--- src/rtl/arith_pkg.sv ---
// Shared arithmetic-datapath types and constants for the Nexys2 arith blocks.
package arith_pkg;

    typedef enum logic [1:0] {
        StIdle  = 2'b00,
        StShift = 2'b01,
        StDone  = 2'b10
    } sub_state_t;

    localparam int unsigned ARITH_WIDTH_DEFAULT = 4;

    // Bits needed to count 0..width-1; never narrower than one bit.
    function automatic int unsigned cnt_width(input int unsigned width);
        return (width < 2) ? 1 : $clog2(width);
    endfunction

endpackage

--- src/rtl/full_adder.sv ---
// Single-bit full-adder cell shared by the ripple and serial arithmetic units.
module full_adder (
    input  logic a_i,
    input  logic b_i,
    input  logic c_i,
    output logic s_o,
    output logic c_o
);

    assign s_o = a_i ^ b_i ^ c_i;
    assign c_o = (a_i & b_i) | (c_i & (a_i ^ b_i));

endmodule

--- src/rtl/serial_subtractor.sv ---
// Bit-serial a - b, one bit per clock through one full adder (b inverted, carry seeded to 1).
// Define SERIAL_SUB_OVF_EN to add the registered signed-overflow output ovf_o.
module serial_subtractor
    import arith_pkg::*;
#(
    parameter int unsigned WIDTH = ARITH_WIDTH_DEFAULT
) (
    input  logic             clk,
    input  logic             rst_n,
    input  logic             start_i,
    input  logic [WIDTH-1:0] a_i,
    input  logic [WIDTH-1:0] b_i,
    output logic             busy_o,
    output logic             done_o,
    output logic [WIDTH-1:0] diff_o,
    output logic             borrow_o
`ifdef SERIAL_SUB_OVF_EN
    ,
    output logic             ovf_o
`endif
);

    localparam int unsigned CntW = cnt_width(WIDTH);
    localparam logic [CntW-1:0] CntLast = CntW'(WIDTH - 1);

    sub_state_t       state_q;
    logic [WIDTH-1:0] a_sh_q;
    logic [WIDTH-1:0] b_sh_q;
    logic [WIDTH-1:1] acc_q;
    logic [WIDTH-1:0] acc_d;
    logic [WIDTH-1:0] diff_q;
    logic [CntW-1:0]  cnt_q;
    logic             carry_q;
    logic             borrow_q;
    logic             busy_q;
    logic             done_q;
    logic             sum;
    logic             cout;
`ifdef SERIAL_SUB_OVF_EN
    logic             ovf_q;
`endif

    full_adder u_full_adder (
        .a_i (a_sh_q[0]),
        .b_i (~b_sh_q[0]),
        .c_i (carry_q),
        .s_o (sum),
        .c_o (cout)
    );

    // The LSB of the shifted accumulator is never needed, so only the upper bits are stored.
    assign acc_d = {sum, acc_q};

    always_ff @(posedge clk or negedge rst_n) begin
        if (!rst_n) begin
            state_q  <= StIdle;
            a_sh_q   <= '0;
            b_sh_q   <= '0;
            acc_q    <= '0;
            diff_q   <= '0;
            cnt_q    <= '0;
            carry_q  <= 1'b0;
            borrow_q <= 1'b0;
            busy_q   <= 1'b0;
            done_q   <= 1'b0;
`ifdef SERIAL_SUB_OVF_EN
            ovf_q    <= 1'b0;
`endif
        end else begin
            case (state_q)
                StIdle: begin
                    done_q <= 1'b0;
                    if (start_i) begin
                        a_sh_q  <= a_i;
                        b_sh_q  <= b_i;
                        acc_q   <= '0;
                        carry_q <= 1'b1;
                        cnt_q   <= '0;
                        busy_q  <= 1'b1;
                        state_q <= StShift;
                    end
                end
                StShift: begin
                    a_sh_q  <= a_sh_q >> 1;
                    b_sh_q  <= b_sh_q >> 1;
                    acc_q   <= acc_d[WIDTH-1:1];
                    carry_q <= cout;
                    cnt_q   <= cnt_q + CntW'(1);
                    if (cnt_q == CntLast) begin
                        diff_q   <= acc_d;
                        borrow_q <= ~cout;
`ifdef SERIAL_SUB_OVF_EN
                        // carry_q here is the carry into the MSB stage.
                        ovf_q    <= carry_q ^ cout;
`endif
                        done_q   <= 1'b1;
                        state_q  <= StDone;
                    end
                end
                StDone: begin
                    done_q  <= 1'b0;
                    busy_q  <= 1'b0;
                    state_q <= StIdle;
                end
                default: begin
                    done_q  <= 1'b0;
                    busy_q  <= 1'b0;
                    state_q <= StIdle;
                end
            endcase
        end
    end

    assign busy_o   = busy_q;
    assign done_o   = done_q;
    assign diff_o   = diff_q;
    assign borrow_o = borrow_q;
`ifdef SERIAL_SUB_OVF_EN
    assign ovf_o    = ovf_q;
`endif

endmodule
--- config.mk ---
export PLATFORM = sky130hd
export DESIGN_NAME = serial_subtractor
export DESIGN_NICKNAME = d
export VERILOG_FILES = /design/src/rtl/arith_pkg.sv /design/src/rtl/full_adder.sv /design/src/rtl/serial_subtractor.sv
export SDC_FILE = /design/constraint.sdc
export NUM_CORES = 1
export LEC_CHECK = 0
export ABC_CLOCK_PERIOD_IN_PS = 2080
export CORE_MARGIN = 2
export CORE_UTILIZATION = 40
export DETAILED_ROUTE_END_ITERATION = 10
export GPL_TIMING_DRIVEN = 0
export PLACE_DENSITY = 0.65
export SYNTH_ARGS = -nofsm -noshare
export SYNTH_HDL_FRONTEND = slang
export SYNTH_HIERARCHICAL = 1
export SYNTH_SLANG_ARGS = --single-unit
--- constraint.sdc ---
create_clock -name clk -period 2.08 [get_ports clk]
set_input_delay 0.416 -clock clk [delete_from_list [all_inputs] [get_ports clk]]
set_output_delay 0.416 -clock clk [all_outputs]
set_load 0.005 [all_outputs]
# Yosys cells after proc, flatten, opt, wreduce, memory -nomap -nowiden
# Cells that the tools add are included.
# totals
elab_cells,45
ff_bits,23
# op_classes
reduce_logical,6
muxes,16
n_eq_ne,4
bitwise,8
add_sub_neg,1
# op_table
cell,n
$pmux W4 S2,2
$mux W4,2
$pmux W2 S2,2
$reduce_and A2 Y1,4
$mux W2,3
$pmux W3 S2,1
$ne A2 B2 Y1 const B,2
$pmux W1 S2,2
$mux W1,3
$mux W3,1
$not A1 Y1,3
$add A2 B1 Y2 const B,1
$and A1 B1 Y1,2
$eq A2 B1 Y1 const B,1
$eq A2 B2 Y1 const B,1
$logic_not A2 Y1,1
$reduce_bool A2 Y1,1
$xor A1 B1 Y1,2
$or A1 B1 Y1,1

# Logic depth before layout (Yosys ltp)
# Gate-level depths: netlist of the first run.
# logic_depth
depth_word,5
ltp_mapped,5

# Modules after synthesis
# Netlist of the first run, hierarchy kept.
# modules_own_cells
module,seq_area_each_um2,cells_per_inst,n_inst,area_each_um2
serial_subtractor,575.6,83,1,947.2
full_adder,0.0,1,1,20.0

# Worst setup path before layout of the first run
# Ideal clock, no wire load.
# synth_path
path_type,reg-to-reg
start,register cnt_q[0]
end,register diff_q[0] (netlist: diff_o[0])
stages_incl_launch_ff,4
arrival_time_ns,1.133
slack_ns,0.823
synth_period_minus_slack_ns,1.257
cell_sequence,dfrtp_1 > ha_1 > nand3b_1 > mux2_2
# synth_via
elab_chain_len,2
# synth_lines
element,line,source
from (decl),serial_subtractor.sv:32,logic [CntW-1:0] cnt_q;
from (signal assigned),serial_subtractor.sv:88,cnt_q <= cnt_q + CntW'(1);
$eq A2 B2 Y1,serial_subtractor.sv:89,if (cnt_q == CntLast) begin
$reduce_and A2 Y1 (no line),-,
to (signal assigned),serial_subtractor.sv:60,diff_q <= '0;
to (signal assigned),serial_subtractor.sv:90,diff_q <= acc_d;
to (decl),serial_subtractor.sv:31,logic [WIDTH-1:0] diff_q;
# Every way passes these cells.
# A chain may end at the register's enable or synchronous reset.

# Final worst setup path of the first run
# layout_path
start,register borrow_q (netlist: borrow_o)
end,output port borrow_o
# layout_lines
element,line,source
from (decl),serial_subtractor.sv:34,logic borrow_q;
from (signal assigned),serial_subtractor.sv:91,borrow_q <= ~cout;
to (decl),serial_subtractor.sv:16,output logic borrow_o
# No word-level cell between the ends.

==> results.txt, run 1 <==
type of destination of the critical path - primary output
clock tree buffer depth - 2
syn_area_per_cell - 11.5 sq um
floorplan die width - 53.2 um
kind of launch point of the worst setup path - flop
cts hold-fix bufs - 0
Lkg Pwr - 0.533 nW
clock insertion delay at the later pin of the skew report - 0.31 ns
Least-Margin Pin Slew - 0.990 ns
Seq cells post-synth - 23
f_max - 625 MHz
Detailed Routing Iterations Pass 1 - 4
overflow left after global routing - 0
data required time at the worst endpoint - 1.66 ns
starting density of the core - 0.429
number of routed nets with antenna violations - 0
power per cell area - 1420 mW/mm^2
cell at the root of the clock tree - sky130_fd_sc_hd__clkbuf_4
final RePlAce weighted congestion - 0.732
critical path's largest stage delay - 0.50 ns
arrival time worst endpoint - 1.18 ns
cells along the critical path - clkdlybuf4s50_1
cell area after technology mapping - 967 sq um
die area - 0.00283 sq mm
count of mapped cells out of synthesis - 84
Hold Vio Cnt, Final - 0
number of top-level pins - 18
vias in the first global route - 698
share of the clock period used by the worst path after layout - 0.769
crit path kind - flop to primary output
synthesized netlist net count - 97
routed wire length - 1.82 mm
die extent in y - 53.2 um
total negative slack - 0 ns
TritonCTS sink count - 23
number of antenna violations at the first check in global routing - 0
Post-CTS Setup Inserts - 0
Floorplan Core Area - 0.00225 sq mm
total clock buffers created by CTS - 3
Pins Over Slew Limit - 0
number of max-capacitance violations reported - 0
Clock H-tree levels - 1
worst hold path type - flop to flop
area added between synthesis and finish - 24.1%
gate family responsible for the most delay along the worst path - buffers and inverters
via count normalized by instance count - 5.23
outcome - finished, final reports clean
combined buffer and inverter count along the critical path - 1
unrepaired setup endpoints after global routing - no
post-route worst hold slack - 0.509 ns
number of gates resized after cts - 0
Clock Pin Slew Worst Setup and Hold Paths - 0.13 ns
Routed WL per cell - 13.7 um
final critical-path required period - 1.60 ns
maximum fanout count along the critical path - 2
wire length of the first global-routing pass - 3.10 mm
Iter 0 DRT Violations - 14
estimated wirelength of the detail-placed design - 1.31 mm
DRC - 0
slowest stage cell on the critical path - sky130_fd_sc_hd__clkdlybuf4s50_1
nets@finish - 119
clock tree from TritonCTS - yes
GR Util All Layers - 0.154
maximum number of pins on one net before global-route repair - 24
total via count after detailed routing - 695
setup clock skew after layout - 0.00704 ns
buffers added on ports - 17
count of yosys warnings during synthesis - 6
proportion of layout cells with a drive suffix above 1 - 0.114
tightest slew margin relative to the limit - 0.338
number of setup violations in the final report - 0
row cnt - 17
sequential share of the synthesized area - 0.595
number of library cell types mapped by synthesis - 22
IR drop worst, VDD - 667 uV
antenna cells - 0
==> through the flow <==
stage | instances | area (sq um) | util | worst slack [ns] | total power [mW]
after floorplan | 84 | 967 | - | 0.823 | 1.23
after detailed placement | 129 | 1170 | 0.520 | 0.388 | 1.52
after global routing | 133 | 1200 | 0.532 | 0.408 | 1.86
after CTS | 133 | 1200 | 0.532 | 0.467 | 1.73
final | 133 | 1200 | 0.532 | 0.481 | 1.71
after global placement | 129 | 1170 | 0.520 | 0.395 | 1.49
==> logic make-up (layout without fill, tap and decap cells) <==
kind of cell               count (synthesis)  count (layout)  share of synthesized area
adders and majority gates                  2               2                     0.0336
and+or+nand+nor                           16              16                     0.0828
buffers and inverters                      9              30                     0.0453
AOI/OAI and AO/OA                         30              30                      0.197
DFF                                       23              23                      0.595
muxes                                      4               4                     0.0466
==> cells in the final DEF, fill, tap and decap left out, types with 2 or more instances in the layout <==
cell | netlist | layout
sky130_fd_sc_hd__o21ai_0 | 4 | 4
sky130_fd_sc_hd__nor2_1 | 5 | 5
sky130_fd_sc_hd__clkbuf_4 | 0 | 3
sky130_fd_sc_hd__o22ai_1 | 10 | 10
sky130_fd_sc_hd__inv_1 | 5 | 5
sky130_fd_sc_hd__clkdlybuf4s50_1 | 0 | 17
sky130_fd_sc_hd__mux2_2 | 4 | 4
sky130_fd_sc_hd__dfrtp_1 | 23 | 23
sky130_fd_sc_hd__nand2_1 | 5 | 5
sky130_fd_sc_hd__o21ai_1 | 2 | 2
sky130_fd_sc_hd__buf_2 | 2 | 2
sky130_fd_sc_hd__a22o_1 | 4 | 4
sky130_fd_sc_hd__a21oi_1 | 7 | 7
sky130_fd_sc_hd__nand2b_1 | 3 | 3
==> sequential cells by signal, summed over array words and instances, names as in the netlist <==
| register | cells |
|---|---|
| b_sh_q | 4 |
| diff_o | 4 |
| state_q | 2 |
| carry_q | 1 |
| a_sh_q | 4 |
| done_o | 1 |
| busy_o | 1 |
| acc_q | 3 |
| cnt_q | 2 |
| borrow_o | 1 |
==> cell usage after synthesis, drive strengths merged <==
| cell | count | area [sq um] |
|---|---|---|
| a21oi | 7 | 35.0 |
| nand2 | 5 | 18.8 |
| nor2 | 5 | 18.8 |
| a22o | 4 | 35.0 |
| o21ai | 6 | 30.0 |
| mux2 | 4 | 45.0 |
| nor2b | 1 | 6.26 |
| or4b | 1 | 10.0 |
| buf | 3 | 21.3 |
| dfrtp | 23 | 576 |
| o221a | 1 | 11.3 |
| nand2b | 3 | 18.8 |
| o21bai | 1 | 7.51 |
| o22a | 1 | 8.76 |
| nand3b | 1 | 7.51 |
| clkbuf | 1 | 3.75 |
| o22ai | 10 | 62.6 |
| ha | 1 | 12.5 |
| fa | 1 | 20.0 |
| inv | 5 | 18.8 |
==> metal layers <==
metal	track usage	routed length [um]
met5	0	0
met4	0.0641	9
met3	0.0339	80
met2	0.248	849
met1	0.198	882
==> cell type report <==
type	instances	area, sq um
timing repair buffer	17	170
buffer	4	25.0
clock buffer	3	22.5
sequential	23	576
inverter	5	18.8
multi-input combinational	52	348
tap	28	35.0
fill	224	1050
clock inverter	1	5.00
==> tightest hold or removal path, cell delays in order (launching register included) <==
cell and delay (ns):
sky130_fd_sc_hd__dfrtp_1 0.38, sky130_fd_sc_hd__nand2_1 0.05, sky130_fd_sc_hd__o21ai_0 0.06
==> worst paths after layout <==
check                             to  startpoint  slack, ns  cells after the start
setup / recovery            borrow_o    borrow_o       0.48                      1
hold / removal              borrow_o    borrow_o       0.51                      2
setup reg to reg           diff_o[2]    cnt_q[0]       0.69                      3
hold reg to reg             borrow_o    borrow_o       0.51                      2
max in group asynchronous     busy_o       rst_n       0.84                      1
min in group asynchronous  a_sh_q[1]       rst_n       0.64                      1
==> report_power, final <==
part / switching, mW / internal, mW / total, mW
clock network: 0.135 / 0.0717 / 0.206
registers: 0.126 / 0.649 / 0.775
logic: 0.333 / 0.394 / 0.727
total: 0.593 / 1.11 / 1.71
No activity file was read; power rests on OpenSTA's default activity.
==> run 2, diff against run 1 <==
--- a/config.mk
+++ b/config.mk
@@ -5,12 +5,12 @@
 export SDC_FILE = /design/constraint.sdc
 export NUM_CORES = 1
 export LEC_CHECK = 0
-export ABC_CLOCK_PERIOD_IN_PS = 2080
+export ABC_CLOCK_PERIOD_IN_PS = 1450
 export CORE_MARGIN = 2
 export CORE_UTILIZATION = 40
 export DETAILED_ROUTE_END_ITERATION = 10
 export GPL_TIMING_DRIVEN = 0
-export PLACE_DENSITY = 0.65
+export PLACE_DENSITY = 0.67
 export SYNTH_ARGS = -nofsm -noshare
 export SYNTH_HDL_FRONTEND = slang
 export SYNTH_HIERARCHICAL = 1
==> constraint.sdc (replaced) <==
create_clock -name clk -period 1.45 [get_ports clk]
set_input_delay 0.29 -clock clk [delete_from_list [all_inputs] [get_ports clk]]
set_output_delay 0.29 -clock clk [all_outputs]
set_load 0.005 [all_outputs]
==> results.txt, run 2 (synthesis results as in run 1) <==
outcome - finished, final reports clean
critical path's largest stage delay - 0.42 ns
launching point of the worst reg2reg path - cnt_q[0]
total via count after detailed routing - 718
top library cells by usage in the layout, fill and taps aside - 23 x sky130_fd_sc_hd__dfrtp_1, 10 x sky130_fd_sc_hd__o22ai_1, 10 x sky130_fd_sc_hd__clkdlybuf4s50_1, 7 x sky130_fd_sc_hd__a21oi_1, 7 x sky130_fd_sc_hd__dlygate4sd2_1
leading cell type in the layout, fill and taps excluded - sky130_fd_sc_hd__dfrtp_1
share of the clock period used by the worst path after layout - 0.930
Pins Over Slew Limit - 0
CP Launch Point - cnt_q[0]
tightest slew margin relative to the limit - 0.340
Seq pwr share - 0.458
Routed WL per cell - 13.8 um
vias in the first global route - 679
TritonCTS sink count - 23
crit path kind - flop to flop
die extent in y - 53.2 um
slowest stage cell on the critical path - sky130_fd_sc_hd__dfrtp_1
area added between synthesis and finish - 24.2%
via count normalized by instance count - 5.36
total clock buffers created by CTS - 3
wire length of the first global-routing pass - 3.09 mm
f_max - 741 MHz
number of routed nets with antenna violations - 0
number of max-capacitance violations reported - 0
WL met1 - 862 um
buffers added on ports - 17
part of the total power dissipated in the clock network - 0.127
Clock H-tree levels - 1
switching power total - 0.849 mW
Hold Vio Cnt, Final - 0
antenna cells - 0
Clock Pin Slew Worst Setup and Hold Paths - 0.14 ns
combined buffer and inverter count along the critical path - 1
estimated wirelength of the detail-placed design - 1.29 mm
final critical-path required period - 1.35 ns
Logic pwr share - 0.416
final RePlAce weighted congestion - 0.751
unrepaired setup endpoints after global routing - no
number of inserted filler cells in the final layout - 216
uppermost layer routed - met4
nets@finish - 120
switching share of power - 0.354
Util after Layout - 0.533
clock tree buffer depth - 2
type of destination of the critical path - flop
Floorplan Core Area - 0.00225 sq mm
area taken by flip-flops and latches - 576 sq um
worst hold path type - input port to async pin
proportion of layout cells with a drive suffix above 1 - 0.123
arrival time worst endpoint - 1.55 ns
cell at the root of the clock tree - sky130_fd_sc_hd__clkbuf_4
die area - 0.00283 sq mm
data required time at the worst endpoint - 1.66 ns
clock tree from TritonCTS - yes
starting density of the core - 0.429
Detailed Routing Iterations Pass 1 - 4
met2 WL - 884 um
overflow left after global routing - 0
kind of launch point of the worst setup path - flop
Lkg Pwr - 0.551 nW
Iter 0 DRT Violations - 8
maximum fanout count along the critical path - 7
number of top-level pins - 18
metal3 WL - 87 um
Internal Pwr Total - 1.55 mW
setup clock skew after layout - 0.0124 ns
Least-Margin Pin Slew - 0.987 ns
IR drop worst, VDD - 1370 uV
cts hold-fix bufs - 0
post-route worst hold slack - 0.500 ns
power per cell area - 2000 mW/mm^2
cells along the critical path - ha_1 -> nand3b_1 -> buf_4 -> mux2_2
routed wire length - 1.85 mm
area taken by multi-input logic gates - 348 sq um
clock insertion delay at the later pin of the skew report - 0.32 ns
floorplan die width - 53.2 um
GR Util All Layers - 0.157
maximum number of pins on one net before global-route repair - 24
gate family responsible for the most delay along the worst path - flip-flops
row cnt - 17
DRC - 0
number of setup violations in the final report - 0
number of antenna violations at the first check in global routing - 0
-- run 2: changes by cell type in the layout (fill, tap and decap cells not counted) --
cell and change:
sky130_fd_sc_hd__clkinvlp_4 +1, sky130_fd_sc_hd__clkinv_2 -1, sky130_fd_sc_hd__dlygate4sd2_1 +7, sky130_fd_sc_hd__clkdlybuf4s50_1 -7, sky130_fd_sc_hd__buf_4 +1
-- run 2: timing repair --
| action | CTS | global route |
|---|---|---|
| pin swaps | 0 | 1 |
| setup buffers | 0 | 1 |
| resized for setup | 7 | 0 |
| setup endpoints to repair | 7 | 4 |
| cloned | 0 | 0 |
-- run 2: metal layers --
layer,up-vias,global-route usage
met5,-,0
met4,0,0.0385
met3,2,0.0593
met2,20,0.250
met1,351,0.202
li1,345,-
-- run 2: path summary, 6_finish.rpt --
kind,endpoint,slack (ns),cells after the start
max,diff_o[3],0.10,4
min,a_sh_q[2],0.50,1
max reg2reg,diff_o[3],0.10,4
min reg2reg,borrow_o,0.51,2
max in group asynchronous,borrow_o,0.34,1
min in group clk,a_sh_q[3],0.50,3
-- run 2: per-stage QoR --
stage               setup slack [ns]  cell area [sq um]  power (mW)  setup TNS (ns)  cells
CTS                          0.00899               1190        2.41               0    133
finish                         0.101               1200        2.40               0    134
floorplan                      0.193                967        1.77               0     84
global placement              -0.120               1170        2.14           -3.11    129
global route                 0.00547               1200        2.61               0    134
detailed placement           -0.0964               1170        2.18           -2.95    129
-- run 2: layout make-up --
| type | count | share of cell area |
|---|---|---|
| well taps | 28 | 0.0292 |
| repair buffers | 18 | 0.141 |
| inverters | 5 | 0.0156 |
| clock buffers | 3 | 0.0188 |
| clock inverters | 1 | 0.00625 |
| flip-flops and latches | 23 | 0.479 |
| plain buffers | 4 | 0.0208 |
| multi-input cells | 52 | 0.290 |
-- run 2: power by group through the flow --
stage / registers (mW) / logic [mW] / clock network (mW)
2_1_floorplan: 1.09 / 0.674 / 0
3_3_place_gp: 1.11 / 1.03 / 0
3_5_place_dp: 1.12 / 1.06 / 0
4_1_cts: 1.10 / 1.00 / 0.310
5_1_grt: 1.13 / 1.13 / 0.342
6_report: 1.10 / 0.997 / 0.303
-- run 2: worst reg2reg max path, stage by stage (launching register included) --
cell	delay [ns]
sky130_fd_sc_hd__dfrtp_1	0.42
sky130_fd_sc_hd__ha_1	0.24
sky130_fd_sc_hd__nand3b_1	0.09
sky130_fd_sc_hd__buf_4	0.15
sky130_fd_sc_hd__mux2_2	0.33
